$ cat config.mk
export PLATFORM = sky130hd
export DESIGN_NAME = apb_master
export DESIGN_NICKNAME = d
export VERILOG_FILES = /design/src/rtl/apb_pkg.sv /design/src/rtl/apb_wait_timer.sv /design/src/rtl/apb_master.sv
export SDC_FILE = /design/constraint.sdc
export NUM_CORES = 1
export LEC_CHECK = 0
export CAP_MARGIN = 20
export CORE_UTILIZATION = 42
export CTS_CLUSTER_SIZE = 28
export DETAILED_ROUTE_END_ITERATION = 6
export GPL_TIMING_DRIVEN = 0
export PLACE_DENSITY = 0.85
export SLEW_MARGIN = 10
export SYNTH_ARGS = -nofsm -noshare
export SYNTH_HDL_FRONTEND = slang
export SYNTH_SLANG_ARGS = --single-unit
$ cat constraint.sdc
create_clock -name pclk -period 3.3 [get_ports pclk]
set_input_delay 0.66 -clock pclk [delete_from_list [all_inputs] [get_ports pclk]]
set_output_delay 0.66 -clock pclk [all_outputs]
set_load 0.005 [all_outputs]
$ cat src/rtl/apb_pkg.sv
// Shared definitions for the APB master: controller states, default sizing
// constants and the wait-timer width helper.
package apb_pkg;

    localparam int unsigned APB_ADDR_W_DEF  = 32;
    localparam int unsigned APB_DATA_W_DEF  = 32;
    localparam int unsigned APB_TIMEOUT_DEF = 16;

    typedef enum logic [1:0] {
        IDLE   = 2'd0,
        SETUP  = 2'd1,
        ACCESS = 2'd2,
        RESP   = 2'd3
    } apb_state_e;

    // Counter width able to hold TIMEOUT; a disabled timeout still gets one bit.
    function automatic int unsigned timer_width(input int unsigned limit);
        return (limit == 0) ? 1 : $clog2(limit + 1);
    endfunction

endpackage

$ cat src/rtl/apb_wait_timer.sv
// Wait-state counter for the APB ACCESS phase. Counts stalled cycles and
// flags the cycle in which the count reaches the programmed limit.
module apb_wait_timer
    import apb_pkg::*;
#(
    parameter int unsigned WIDTH = 5
) (
    input  logic             clk,
    input  logic             rst,
    input  logic             clear,
    input  logic             enable,
    input  logic [WIDTH-1:0] limit,
    output logic             expired
);

    logic [WIDTH-1:0] count_q;
    logic [WIDTH-1:0] count_d;
    logic [WIDTH:0]   count_inc;

    // Value the counter would hold after this stalled cycle.
    assign count_inc = {1'b0, count_q} + (WIDTH+1)'(1);

    // Limit of zero disables expiry; expiry coincides with the stall that reaches it.
    assign expired = enable && !clear && (limit != '0) && (count_inc == {1'b0, limit});

    // Next count: clear wins, otherwise saturating increment on stalled cycles.
    always_comb begin
        count_d = count_q;
        if (clear) begin
            count_d = '0;
        end else if (enable && (count_q != '1)) begin
            count_d = count_q + WIDTH'(1);
        end
    end

    // Counter register with synchronous reset.
    always_ff @(posedge clk) begin
        if (rst) begin
            count_q <= '0;
        end else begin
            count_q <= count_d;
        end
    end

endmodule

$ cat src/rtl/apb_master.sv
// Single-outstanding APB master: accepts a command, runs SETUP/ACCESS on the
// bus, and returns a registered response, aborting stalled slaves on timeout.
module apb_master
    import apb_pkg::*;
#(
    parameter int unsigned ADDR_W  = APB_ADDR_W_DEF,
    parameter int unsigned DATA_W  = APB_DATA_W_DEF,
    parameter int unsigned TIMEOUT = APB_TIMEOUT_DEF
) (
    input  logic              pclk,
    input  logic              preset,
    input  logic              cmd_valid,
    output logic              cmd_ready,
    input  logic              cmd_write,
    input  logic [ADDR_W-1:0] cmd_addr,
    input  logic [DATA_W-1:0] cmd_wdata,
    output logic              rsp_valid,
    input  logic              rsp_ready,
    output logic [DATA_W-1:0] rsp_rdata,
    output logic              rsp_err,
    output logic [ADDR_W-1:0] paddr,
    output logic              pwrite,
    output logic [DATA_W-1:0] pwdata,
    output logic              psel,
    output logic              penable,
    input  logic              pready,
    input  logic [DATA_W-1:0] prdata
);

    localparam int unsigned     TW    = timer_width(TIMEOUT);
    localparam logic [TW-1:0]   LIMIT = TW'(TIMEOUT);

    apb_state_e        state_q,     state_d;
    logic              psel_q,      psel_d;
    logic              penable_q,   penable_d;
    logic              pwrite_q,    pwrite_d;
    logic [ADDR_W-1:0] paddr_q,     paddr_d;
    logic [DATA_W-1:0] pwdata_q,    pwdata_d;
    logic              rsp_valid_q, rsp_valid_d;
    logic              rsp_err_q,   rsp_err_d;
    logic [DATA_W-1:0] rsp_rdata_q, rsp_rdata_d;

    logic timer_clear;
    logic timer_en;
    logic timer_expired;

    // SETUP always leads into ACCESS, so clearing there restarts the count.
    assign timer_clear = (state_q == SETUP);
    assign timer_en    = (state_q == ACCESS) && !pready;

    apb_wait_timer #(
        .WIDTH(TW)
    ) u_wait_timer (
        .clk    (pclk),
        .rst    (preset),
        .clear  (timer_clear),
        .enable (timer_en),
        .limit  (LIMIT),
        .expired(timer_expired)
    );

    // Next-state and registered-output computation for the transfer FSM.
    always_comb begin
        state_d     = state_q;
        psel_d      = psel_q;
        penable_d   = penable_q;
        pwrite_d    = pwrite_q;
        paddr_d     = paddr_q;
        pwdata_d    = pwdata_q;
        rsp_valid_d = rsp_valid_q;
        rsp_err_d   = rsp_err_q;
        rsp_rdata_d = rsp_rdata_q;

        case (state_q)
            IDLE: begin
                if (cmd_valid) begin
                    state_d   = SETUP;
                    psel_d    = 1'b1;
                    penable_d = 1'b0;
                    pwrite_d  = cmd_write;
                    paddr_d   = cmd_addr;
                    pwdata_d  = cmd_wdata;
                end
            end
            SETUP: begin
                state_d   = ACCESS;
                penable_d = 1'b1;
            end
            ACCESS: begin
                // pready has priority over an expiry landing in the same cycle.
                if (pready) begin
                    state_d     = RESP;
                    psel_d      = 1'b0;
                    penable_d   = 1'b0;
                    rsp_valid_d = 1'b1;
                    rsp_err_d   = 1'b0;
                    rsp_rdata_d = pwrite_q ? '0 : prdata;
                end else if (timer_expired) begin
                    state_d     = RESP;
                    psel_d      = 1'b0;
                    penable_d   = 1'b0;
                    rsp_valid_d = 1'b1;
                    rsp_err_d   = 1'b1;
                    rsp_rdata_d = '0;
                end
            end
            RESP: begin
                if (rsp_ready) begin
                    state_d     = IDLE;
                    rsp_valid_d = 1'b0;
                end
            end
            default: begin
                state_d = IDLE;
            end
        endcase
    end

    // State and output registers; reset drops any transfer in flight.
    always_ff @(posedge pclk) begin
        if (preset) begin
            state_q     <= IDLE;
            psel_q      <= 1'b0;
            penable_q   <= 1'b0;
            pwrite_q    <= 1'b0;
            paddr_q     <= '0;
            pwdata_q    <= '0;
            rsp_valid_q <= 1'b0;
            rsp_err_q   <= 1'b0;
            rsp_rdata_q <= '0;
        end else begin
            state_q     <= state_d;
            psel_q      <= psel_d;
            penable_q   <= penable_d;
            pwrite_q    <= pwrite_d;
            paddr_q     <= paddr_d;
            pwdata_q    <= pwdata_d;
            rsp_valid_q <= rsp_valid_d;
            rsp_err_q   <= rsp_err_d;
            rsp_rdata_q <= rsp_rdata_d;
        end
    end

    assign cmd_ready = (state_q == IDLE);
    assign psel      = psel_q;
    assign penable   = penable_q;
    assign pwrite    = pwrite_q;
    assign paddr     = paddr_q;
    assign pwdata    = pwdata_q;
    assign rsp_valid = rsp_valid_q;
    assign rsp_err   = rsp_err_q;
    assign rsp_rdata = rsp_rdata_q;

endmodule

After elaboration in Yosys (flattened, before gate mapping) --
Index checks and enable logic that the tools add are counted.
Word-level totals: output and inout port bits 102, logic and storage cells 57, bits in registers 108
Operators by class: mux-type cells 19, $add $sub $neg 2, reductions and logical operators 18, equal/unequal tests 8
Operators by type and width (count):
- $mux W32 | 3
- $reduce_and A3 Y1 | 4
- $mux W1 | 8
- $mux W2 | 4
- $pmux W2 S4 | 1
- $add A5 B1 Y6 const B | 1
- $eq A6 B5 Y1 const B | 1
- $reduce_bool A2 Y1 | 3
- $add A5 B1 Y5 const B | 1
- $ne A5 B5 Y1 const B | 1
- $eq A2 B2 Y1 const B | 2
- $logic_and A1 B1 Y1 | 4
- $ne A2 B2 Y1 const B | 2
- $pmux W1 S2 | 2
- $reduce_and A2 Y1 | 2
- $ne A3 B3 Y1 const B | 1
- $pmux W1 S3 | 1
- $reduce_bool A3 Y1 | 1
- $eq A2 B1 Y1 const B | 1
- $logic_not A1 Y1 | 2
- $logic_not A2 Y1 | 1
- $reduce_or A2 Y1 | 1

Depth between registers and ports, before layout --
Gate-level depths: netlist (run 1).
word-level depth 7, depth in mapped cells 9, depth with buffers taken out 8

Hierarchy --
A second synthesis (run 1) with hierarchy kept.
Unflattened totals: cells, all modules 509, area, all modules 4086.4 sq um
Modules (own cells, without submodules):
- apb_master | area each 3743.6 sq um, times used 1, seq. area each 2062.0 sq um, cells an instance 468
- apb_wait_timer | area each 342.8 sq um, times used 1, seq. area each 100.1 sq um, cells an instance 41

Worst setup path after synthesis (run 1) --
OpenSTA, ideal clock, no wires.
kind reg2reg, from register u_wait_timer.count_q[0], to register rsp_rdata_q[10] (netlist: rsp_rdata[10]), setup slack 1.325 ns, data required time 3.183 ns, clock period less this slack 1.975 ns, cell stages (with the launch flop) 10, data arrival time 1.858 ns, path buffers 1, cells stage by stage dfxtp_1 -> ha_1 -> and3_2 -> ha_1 -> nand2_1 -> nor3_2 -> a21oi_2 -> o21a_4 -> buf_6 -> a22o_1
Between the ends: cells in the longest elaborated chain, start to end 5
RTL lines:
- start, declared | RTL line apb_wait_timer.sv:16 | logic [WIDTH-1:0] count_q;
- start signal, assigned | RTL line apb_wait_timer.sv:41 | count_q <= count_d;
- $add A5 B1 Y6 | RTL line apb_wait_timer.sv:21 | assign count_inc = {1'b0, count_q} + (WIDTH+1)'(1);
- net u_wait_timer.count_inc[4] | RTL line apb_wait_timer.sv:18 | logic [WIDTH:0] count_inc;
- $eq A6 B5 Y1 | RTL line apb_wait_timer.sv:24 | assign expired = enable && !clear && (limit != '0) && (count_inc == {1'b0, limit});
- $logic_and A1 B1 Y1 | RTL line apb_wait_timer.sv:24
- $reduce_bool A2 Y1 (no source line)
- $reduce_and A2 Y1 (no source line)
- end signal, assigned | RTL line apb_master.sv:140 | rsp_rdata_q <= rsp_rdata_d;
- end, declared | RTL line apb_master.sv:41 | logic [DATA_W-1:0] rsp_rdata_q, rsp_rdata_d;
The timed path passes the listed nets, and every way through them passes these cells. A chain may end at the register's enable or synchronous reset.

Final worst setup path (run 1) --
from register state_q[1], to output port cmd_ready
Between the ends: cells in the longest elaborated chain, start to end 1
RTL lines:
- start, declared | RTL line apb_master.sv:33 | apb_state_e state_q, state_d;
- start signal, assigned | RTL line apb_master.sv:132 | state_q <= state_d;
- $logic_not A2 Y1 | RTL line apb_master.sv:144 | assign cmd_ready = (state_q == IDLE);
- end, declared | RTL line apb_master.sv:13 | output logic cmd_ready,
Every way passes these cells.

==> results of run 1 <==
==> worst max path at each step <==
| stage | startpoint | end | cells past startpoint | slack [ns] |
|---|---|---|---|---|
| floorplan | u_wait_timer.count_q[0]$_SDFFE_PP0P_ | rsp_rdata[10]$_SDFFE_PP0P_ | 9 | 1.32 |
| global placement | pready | rsp_rdata[11]$_SDFFE_PP0P_ | 5 | 0.77 |
| detailed placement | pready | rsp_rdata[14]$_SDFFE_PP0P_ | 5 | 0.80 |
| CTS | state_q[0]$_SDFFE_PP0P_ | cmd_ready | 3 | 0.99 |
| global route | state_q[0]$_SDFFE_PP0P_ | cmd_ready | 3 | 0.92 |
| finish | state_q[1]$_SDFFE_PP0P_ | cmd_ready | 3 | 1.00 |
==> through the flow <==
| step | hold slack (ns) | setup slack (ns) | cells | util |
|---|---|---|---|---|
| floorplan | 0.453 | 1.32 | 432 | - |
| global placement | 0.441 | 0.773 | 743 | 0.686 |
| detailed placement | 0.446 | 0.798 | 743 | 0.686 |
| CTS | 0.459 | 0.993 | 759 | 0.709 |
| global route | 0.485 | 0.920 | 759 | 0.709 |
| finish | 0.458 | 1.00 | 759 | 0.709 |
==> sequential cells by signal (all words and copies together), names as in the netlist <==
name / count
pwrite: 1
penable: 1
rsp_valid: 1
u_wait_timer.count_q: 5
pwdata: 32
paddr: 32
rsp_err: 1
state_q: 2
psel: 1
rsp_rdata: 32
==> logic make-up after synthesis <==
kind of cell | Yosys count
DFF | 108
muxes | 4
buffers and inverters | 33
AOI/OAI and AO/OA | 110
and+or+nand+nor | 165
xor gates and xnor gates | 4
adders and majority gates | 8
==> worst register-to-register path, delay by kind of cell, from the launching register on <==
family	cells	cell delay [ns]
buf+inv	1	0.14
simple gates	3	0.48
flops	1	0.37
compound gates	3	0.54
fa+ha+maj	2	0.54
==> final cells by class <==
| class | instances | area (µm²) |
|---|---|---|
| repair buffers | 203 | 2030 |
| flip-flops and latches | 108 | 2160 |
| clock buffers | 9 | 124 |
| well taps | 108 | 135 |
| clock inverters | 7 | 83.8 |
| inverters | 4 | 15.0 |
| fillers | 696 | 2560 |
| plain buffers | 29 | 151 |
| multi-input cells | 291 | 1540 |
==> layout by cell type (no fill, tap or decap), drive strengths merged, types with 3 or more instances in the layout <==
master           n
clkdlybuf4s50  203
nand2          140
dfxtp          108
a21oi           70
a22o            31
clkbuf          27
buf             10
nor3             9
ha               8
inv              7
nor2             6
nand2b           4
mux2i            4
o21a             3
nand3            3
clkinv           3
==> per-layer routing <==
metal	part of all wire	wire length (µm)
met5	0	0
met4	0.022	250
met3	0.090	1000
met2	0.49	5470
met1	0.40	4400
==> power groups by stage <==
stage               sequential [mW]  clock (mW)  combinational (mW)
floorplan                      1.66           0               0.449
global placement               1.64           0                1.10
detailed placement             1.65           0                1.13
CTS                            1.62       0.851                1.14
global route                   1.65       0.902                1.24
finish                         1.62       0.835                1.14
==> flow_summary.toml, run 1 <==
[timing]
tightest_slew_ns = 0.582
fin_worst_skew_ns = 0.0169
tns_ns = 0
max_freq_mhz = 435
post-route-period-util = 0.697
rsz0062_at_grt = "false"
setup_viol = 0
slew_headroom = 0.612
hold_violations = 0
slew_violations = 0
finalCriticalPeriod_ns = 2.30

[grt]
grtUsageMet1 = 0.255
grt_pass1_vias = 3824
busiest_layer = "met2"
antenna_found_initial = 0
grt_usage = 0.234
use_met2 = 0.420
grt_pass1_wl_um = 17900
overflow = 0
grt_max_degree = 20
grt_use_met3 = 0.0716

[synth]
seq_area_frac_synth = 0.559
synth_edf_count = 0
synth_cells = 432
synth_area_per_cell_um2 = 8.96
synthMuxAreaShare = 0.0113
synthTopCellsByCount = "nand2_1 (140), dfxtp_1 (108), a21oi_1 (69), a22o_1 (30), clkbuf_1 (18)"
ys_async_sr_fraction = 0
yosys-top-cells-area = "dfxtp_1 (56%), nand2_1 (14%), a21oi_1 (8.9%)"
yosysWarnings = 0
synth_seq_cells = 108
synth_most_common_cell = "nand2_1"
synth_nets = 542
yosys.area_share.simple = 0.172
yosysUniqueCellTypes = 32
synth_top_cell_area_share = 0.559
synthAdderAreaFrac = 0.0259
synth_compound_area_frac = 0.181
synth_flop_cell = "dfxtp_1"
synth_top_family_by_area = "compound AO/OA/AOI/OAI gates"
yosys.area.top_type = "dfxtp_1"
synth_xor_area_frac = 0.00905
syn_area_um2 = 3870

[finish]
final_nets = 756
drive_gt1_frac = 0.0492
diodes = 0
final_cell_area_um2 = 6250
area_growth_pct = 61.3

[clock_tree]
post-cts-setup-buffers = 0
htree_num_levels = 3
clkSinkCount = 108
cts_tree = "yes"
path_clk_slew_ns = 0.10
cts_hold_buf = 0
clk_latency_ns = 0.36
cts_resized = 0
clock_path_buffers = 2
root_buffer = "clkbuf_8"
numCtsBuffers = 9

[setup_path]
required_ns = 2.64
regToRegEndpoint = "rsp_rdata[8]$_SDFFE_PP0P_"
crit_chain = "inv_1 > ha_1 > clkdlybuf4s50_1"
cp_slowest_stage_delay_ns = 0.55
critPathLaunchType = "flop"
cp_max_fo = 5
cp_num_buf_inv = 2
rr_startpoint = "u_wait_timer.count_q[0]$_SDFFE_PP0P_"
ff2ff_setup_slack_ns = 1.13
crit_slowest_cell = "clkdlybuf4s50_1"
crit_type = "reg2out"
cp_top_family = "buffers and inverters"
reg2regPathDepth = 9
worstPathArrival_ns = 1.64
end_kind = "primary output"

[drt]
post-route-drc-count = 12
drtIter0Drc = 132
vias = 3729
viasPerCell = 4.91
ant_nets = 0
wirelength_um = 11100
dr.pass1.iters = 7
routedWlPerCell_um = 14.6

[power]
swShare = 0.304
p_leak_nw = 2.36
internal_power_mw = 2.50
comb_power_share = 0.316
peakVddDrop_mv = 0.323
cellPowerDensity_nw_per_um2 = 575
seqPwrFrac = 0.451
p_clk_frac = 0.232
p_sw_mw = 1.09
total_power_mw = 3.59

[hold_path]
hp-class = "reg2reg"
hp-start = "pwdata[24]$_SDFFE_PP0P_"
min_to = "pwdata[24]$_SDFFE_PP0P_"
min_path_cells = 2

[placement]
io_buffer_count = 203
place_congestion = 0.829
dp_hpwl_um = 8580
dpl-instance-area_um2 = 6040

[floorplan]
die_w_um = 98.0
dieArea_um2 = 9600
io_pins = 204
start_util = 0.440
die_y_um = 98.0
placementRows = 34
coreArea_um2 = 8810

[run_status]
outcome = "finished, violations left"
violations = "design-rule violations"

[job]
maxCapViolCount = 0
Power figures use the tool's default switching activity.
==> run 2: changes to the inputs <==
--- a/config.mk
+++ b/config.mk
@@ -6,11 +6,11 @@
 export NUM_CORES = 1
 export LEC_CHECK = 0
 export CAP_MARGIN = 20
-export CORE_UTILIZATION = 42
+export CORE_UTILIZATION = 39
 export CTS_CLUSTER_SIZE = 28
 export DETAILED_ROUTE_END_ITERATION = 6
 export GPL_TIMING_DRIVEN = 0
-export PLACE_DENSITY = 0.85
+export PLACE_DENSITY = 0.8
 export SLEW_MARGIN = 10
 export SYNTH_ARGS = -nofsm -noshare
 export SYNTH_HDL_FRONTEND = slang
==> constraint.sdc (replaced) <==
create_clock -name pclk -period 2.2 [get_ports pclk]
set_input_delay 0.44 -clock pclk [delete_from_list [all_inputs] [get_ports pclk]]
set_output_delay 0.44 -clock pclk [all_outputs]
set_load 0.005 [all_outputs]
==> run 2 against run 1 <==
  * The run now ends clean
  * Clock skew grew 0.0015 ns
  * Die area up 7.5%
  * Sequential share of layout area fell by 0.21 points
  * Total power increased by 48%
  * Largest cell class unchanged
  * Via count is 0.48% higher
  * Core utilization is 4.0 points lower
  * Hold slack improved by 0.00077 ns
  * Setup slack lost 0.93 ns
  * Flip-flop and latch count is the same
  * Cell count is 2.8% higher
==> flow_summary.toml, run 2 (synthesis results as in run 1) <==
[setup_path]
cp_max_fo = 10
end_kind = "flop"
critPathLaunchType = "flop"
crit_type = "reg2reg"
worstPathArrival_ns = 2.39
required_ns = 2.46

[placement]
dp_hpwl_um = 8800
place_congestion = 0.790
dpl-instance-area_um2 = 6060
io_buffer_count = 203

[drt]
vias = 3747
routedWlPerCell_um = 14.6
viasPerCell = 4.80
ant_nets = 0
dr_wl_met3_um = 949
top_layer_used = "met4"
drtIter0Drc = 90
dr.pass1.iters = 4
post-route-drc-count = 0
wirelength_um = 11400
wl_met2_um = 5660
wl_met1_um = 4500

[timing]
finalCriticalPeriod_ns = 2.13
tightest_slew_ns = 0.571
setup_viol = 0
slew_violations = 0
slew_headroom = 0.620
max_freq_mhz = 470
fin_worst_skew_ns = 0.0184
post-route-period-util = 0.968
hold_violations = 0
hold_ws_ns = 0.459

[clock_tree]
cts_tree = "yes"
htree_num_levels = 3
path_clk_slew_ns = 0.11
clkSinkCount = 108
root_buffer = "clkbuf_8"
clk_latency_ns = 0.37
clock_path_buffers = 2
numCtsBuffers = 9
cts_hold_buf = 0

[floorplan]
placementRows = 35
die_y_um = 102
dieArea_um2 = 10300
die_w_um = 102
coreArea_um2 = 9420
start_util = 0.411
io_pins = 204

[finish]
diodes = 0
area_growth_pct = 62.7
layout_common_cells = "clkdlybuf4s50_1 (203), nand2_1 (139), dfxtp_1 (106), a21oi_1 (69), a22o_1 (30)"
final_cell_area_um2 = 6300
drive_gt1_frac = 0.0614
final_common_cell = "clkdlybuf4s50_1"
fillers = 755
final_nets = 756

[grt]
grt_pass1_wl_um = 18100
grt_pass1_vias = 3793
grt_max_degree = 21
grt_usage = 0.224
overflow = 0
antenna_found_initial = 0

[run_status]
outcome = "finished clean"

[job]
maxCapViolCount = 0

[power]
cellPowerDensity_nw_per_um2 = 841
peakVddDrop_mv = 0.413
total_power_mw = 5.30
p_leak_nw = 2.35

[hold_path]
hp-class = "reg2reg"
run 2: per-layer routing:
metal / GRT usage / up-vias
met5: 0 / -
met4: 0.114 / 0
met3: 0.0676 / 26
met2: 0.400 / 152
met1: 0.237 / 1693
li1: - / 1876
run 2: final cells by class:
type | instances | area (µm²) | area share
Buffer | 28 | 149 | 0.0236
Clock buffer | 9 | 124 | 0.0197
Clock inverter | 7 | 71.3 | 0.0113
Inverter | 4 | 15.0 | 0.00238
Multi-Input combinational cell | 291 | 1570 | 0.250
Sequential cell | 108 | 2170 | 0.344
Tap cell | 129 | 161 | 0.0256
Timing Repair Buffer | 204 | 2040 | 0.324
run 2: where the power goes:
group          internal [mW]  switching (mW)  total [mW]
Clock                  0.443           0.720        1.16
Sequential              2.26           0.168        2.43
Combinational          0.937           0.765        1.70
Total                   3.64            1.65        5.30
run 2: path summary, 6_finish.rpt:
kind / startpoint / endpoint / slack, ns / depth (start not counted)
setup / recovery: u_wait_timer.count_q[0]$_SDFFE_PP0P_ / rsp_rdata[29]$_SDFFE_PP0P_ / 0.07 / 9
hold / removal: pwdata[22]$_SDFFE_PP0P_ / pwdata[22]$_SDFFE_PP0P_ / 0.46 / 2
setup reg to reg: u_wait_timer.count_q[0]$_SDFFE_PP0P_ / rsp_rdata[29]$_SDFFE_PP0P_ / 0.07 / 9
hold reg to reg: pwdata[22]$_SDFFE_PP0P_ / pwdata[22]$_SDFFE_PP0P_ / 0.46 / 2
run 2: what timing repair did:
item / 4_1_cts / 5_1_grt
hold endpoints to repair: 0 / 0
setup endpoints to repair: 0 / 74
gates resized for setup: 0 / 10
setup buffers: 0 / 1
run 2: per-stage QoR:
| stage | TNS [ns] | cells | utilization | setup WS [ns] |
|---|---|---|---|---|
| after floorplan | 0 | 432 | - | 0.225 |
| after global placement | -1.10 | 764 | 0.644 | -0.112 |
| after detailed placement | -3.10 | 764 | 0.644 | -0.202 |
| after CTS | 0 | 780 | 0.665 | 0.0325 |
| after global routing | -0.0247 | 780 | 0.669 | -0.00824 |
| final | 0 | 780 | 0.669 | 0.0704 |
run 2: critical path: stages, from the launching register on:
cell and delay (ns):
dfxtp_4 0.38, ha_2 0.20, and3_2 0.23, ha_4 0.27, nand2_2 0.06, nor3_4 0.20, a21oi_2 0.11, o21a_4 0.26
buf_6 0.14, a22o_1 0.19
==> run 3: changes to the inputs <==
--- a/config.mk
+++ b/config.mk
@@ -6,11 +6,13 @@
 export NUM_CORES = 1
 export LEC_CHECK = 0
 export CAP_MARGIN = 20
+export CORE_MARGIN = 2
 export CORE_UTILIZATION = 39
 export CTS_CLUSTER_SIZE = 28
 export DETAILED_ROUTE_END_ITERATION = 6
 export GPL_TIMING_DRIVEN = 0
 export PLACE_DENSITY = 0.8
+export REMOVE_ABC_BUFFERS = 1
 export SLEW_MARGIN = 10
 export SYNTH_ARGS = -nofsm -noshare
 export SYNTH_HDL_FRONTEND = slang
==> run 3 against run 2 <==
  * Hold slack lost 0.0023 ns
  * Setup slack gained 0.017 ns
  * Die area grew 4.0%
  * Clock power shrank 8%
  * Sequential share of layout area grew 0.52 points
  * Total power shrank 2.1%
  * Core utilization shrank 3.0 points
  * Combinational power is essentially flat
  * Sequential power is essentially flat
  * Critical path type unchanged
  * Critical endpoint is now rsp_rdata[31]$_SDFFE_PP0P_
  * Highest routed layer unchanged
==> flow_summary.toml, run 3 (synthesis results as in run 1) <==
[finish]
layout_common_cells = "clkdlybuf4s50_1 (202), nand2_1 (139), dfxtp_1 (108), a21oi_1 (69), a22o_1 (30)"
fin_cells = 759
drive_gt1_frac = 0.0495
final_common_cell = "clkdlybuf4s50_1"
fillers = 805
area_growth_pct = 59.9
final_util = 0.639
diodes = 0
multi_input_comb_area_um2 = 1600
seqCellArea_um2 = 2160
final_nets = 732

[setup_path]
regToRegEndpoint = "rsp_rdata[31]$_SDFFE_PP0P_"
worstPathArrival_ns = 2.37
crit_type = "reg2reg"
rr_startpoint = "u_wait_timer.count_q[0]$_SDFFE_PP0P_"
cp_slowest_stage_delay_ns = 0.36
reg2regPathDepth = 8
cp_num_buf_inv = 0
cpMostUsedCell = "ha_1"
ff2ff_setup_slack_ns = 0.09
crit_chain = "ha_1 > and3_2 > ha_1 > nand2_1 > nor3_4 > a21oi_4 > o21a_4 > a22o_2"
crit_slowest_cell = "dfxtp_1"
required_ns = 2.45
end_kind = "flop"
critPathLaunchType = "flop"
cp_top_family = "compound AO/OA/AOI/OAI gates"
cp_max_fo = 8

[timing]
rsz0062_at_grt = "false"
post-route-period-util = 0.960
finalCriticalPeriod_ns = 2.11
hold_violations = 0
tightest_slew_ns = 0.809
slew_violations = 0
hold_ws_ns = 0.457
setup_viol = 0
fin_worst_skew_ns = 0.00562
slew_headroom = 0.460
max_freq_mhz = 473

[floorplan]
coreArea_um2 = 9680
start_util = 0.400
io_pins = 204
dieArea_um2 = 10700
placementRows = 36
die_y_um = 104
die_w_um = 104

[grt]
antenna_found_initial = 0
grt_max_degree = 78
grt_pass1_wl_um = 17200
overflow = 0
grt_pass1_vias = 3662
grt_usage = 0.198

[clock_tree]
path_clk_slew_ns = 0.09
cts_tree = "yes"
root_buffer = "clkbuf_8"
cts_hold_buf = 0
htree_num_levels = 3
clock_path_buffers = 2
clkSinkCount = 108
numCtsBuffers = 9
clk_latency_ns = 0.35

[power]
total_power_mw = 5.19
peakVddDrop_mv = 0.549
p_leak_nw = 2.29
cellPowerDensity_nw_per_um2 = 838

[hold_path]
hp-class = "reg2reg"
min_path_cells = 2
hp-start = "pwdata[3]$_SDFFE_PP0P_"
min_to = "pwdata[3]$_SDFFE_PP0P_"

[job]
maxCapViolCount = 0

[placement]
place_inst = 742
dp_hpwl_um = 7930
place_congestion = 0.767
io_buffer_count = 203

[drt]
viasPerCell = 4.92
wirelength_um = 11200
ant_nets = 0
post-route-drc-count = 0
drtIter0Drc = 136
dr.pass1.iters = 6
routedWlPerCell_um = 14.8
vias = 3732

[run_status]
outcome = "finished clean"
-- run 3: cell count changes in the layout (fill, tap and decap cells not counted), sizes merged --
cell           previous run  this run
clkinvlp                  2         0
buf                      11         4
clkbuf                   26        13
inv                       7         4
clkdlybuf4s50           203       202
dlymetal6s2s              1         0
o21a                      3         5
-- run 3: worst min-delay path, delay by kind of cell (launching register included) --
family	cells	cell delay [ns]
and+or+nand+nor	1	0.05
AOI/OAI and AO/OA	1	0.05
DFF	1	0.32
-- run 3: layout make-up --
class                      count  share of cell area
clock buffer                  13              0.0257
clock inverter                 2             0.00162
inverter                       4             0.00243
multi-input combinational    293               0.259
sequential                   108               0.349
tap                          133              0.0269
timing repair buffer         206               0.335
-- run 3: where the power goes --
| group | leakage [nW] | total, mW | internal [mW] | switching [mW] |
|---|---|---|---|---|
| clock network | 0.0893 | 1.07 | 0.466 | 0.609 |
| logic | 1.32 | 1.68 | 0.933 | 0.745 |
| registers | 0.881 | 2.43 | 2.26 | 0.169 |
-- run 3: worst max-delay path by stage --
stage,startpoint,end,slack [ns],depth (start not counted)
2_1_floorplan,state_q[0]$_SDFFE_PP0P_,rsp_rdata[31]$_SDFFE_PP0P_,-0.61,5
5_1_grt,u_wait_timer.count_q[0]$_SDFFE_PP0P_,rsp_rdata[31]$_SDFFE_PP0P_,0.008,8
6_report,u_wait_timer.count_q[0]$_SDFFE_PP0P_,rsp_rdata[31]$_SDFFE_PP0P_,0.09,8
4_1_cts,u_wait_timer.count_q[0]$_SDFFE_PP0P_,rsp_rdata[31]$_SDFFE_PP0P_,0.05,8
3_3_place_gp,preset,rsp_rdata[31]$_SDFFE_PP0P_,-3.58,3
3_5_place_dp,pready,rsp_rdata[2]$_SDFFE_PP0P_,-0.30,5
-- run 3: timing repair --
action                     4_1_cts  5_1_grt
gates cloned                     0        2
setup endpoints to repair       16       23
pin swaps                        0        1
gates resized for setup          1        4
setup buffers                    0        0
-- run 3: per-layer routing --
metal / vias to the layer above / track usage / share of wire
met5: - / 0 / 0
met4: 0 / 0.0830 / 0.015
met3: 15 / 0.0768 / 0.092
met2: 164 / 0.351 / 0.49
met1: 1731 / 0.210 / 0.40
li1: 1822 / - / -
-- run 3: stage by stage --
step,TNS (ns),cell area (µm²),setup slack [ns]
global placement,-182.45,5920,-3.58
CTS,0,6150,0.0451
floorplan,-18.02,3720,-0.607
finish,0,6190,0.0870
detailed placement,-4.97,5970,-0.301
global route,0,6190,0.00804
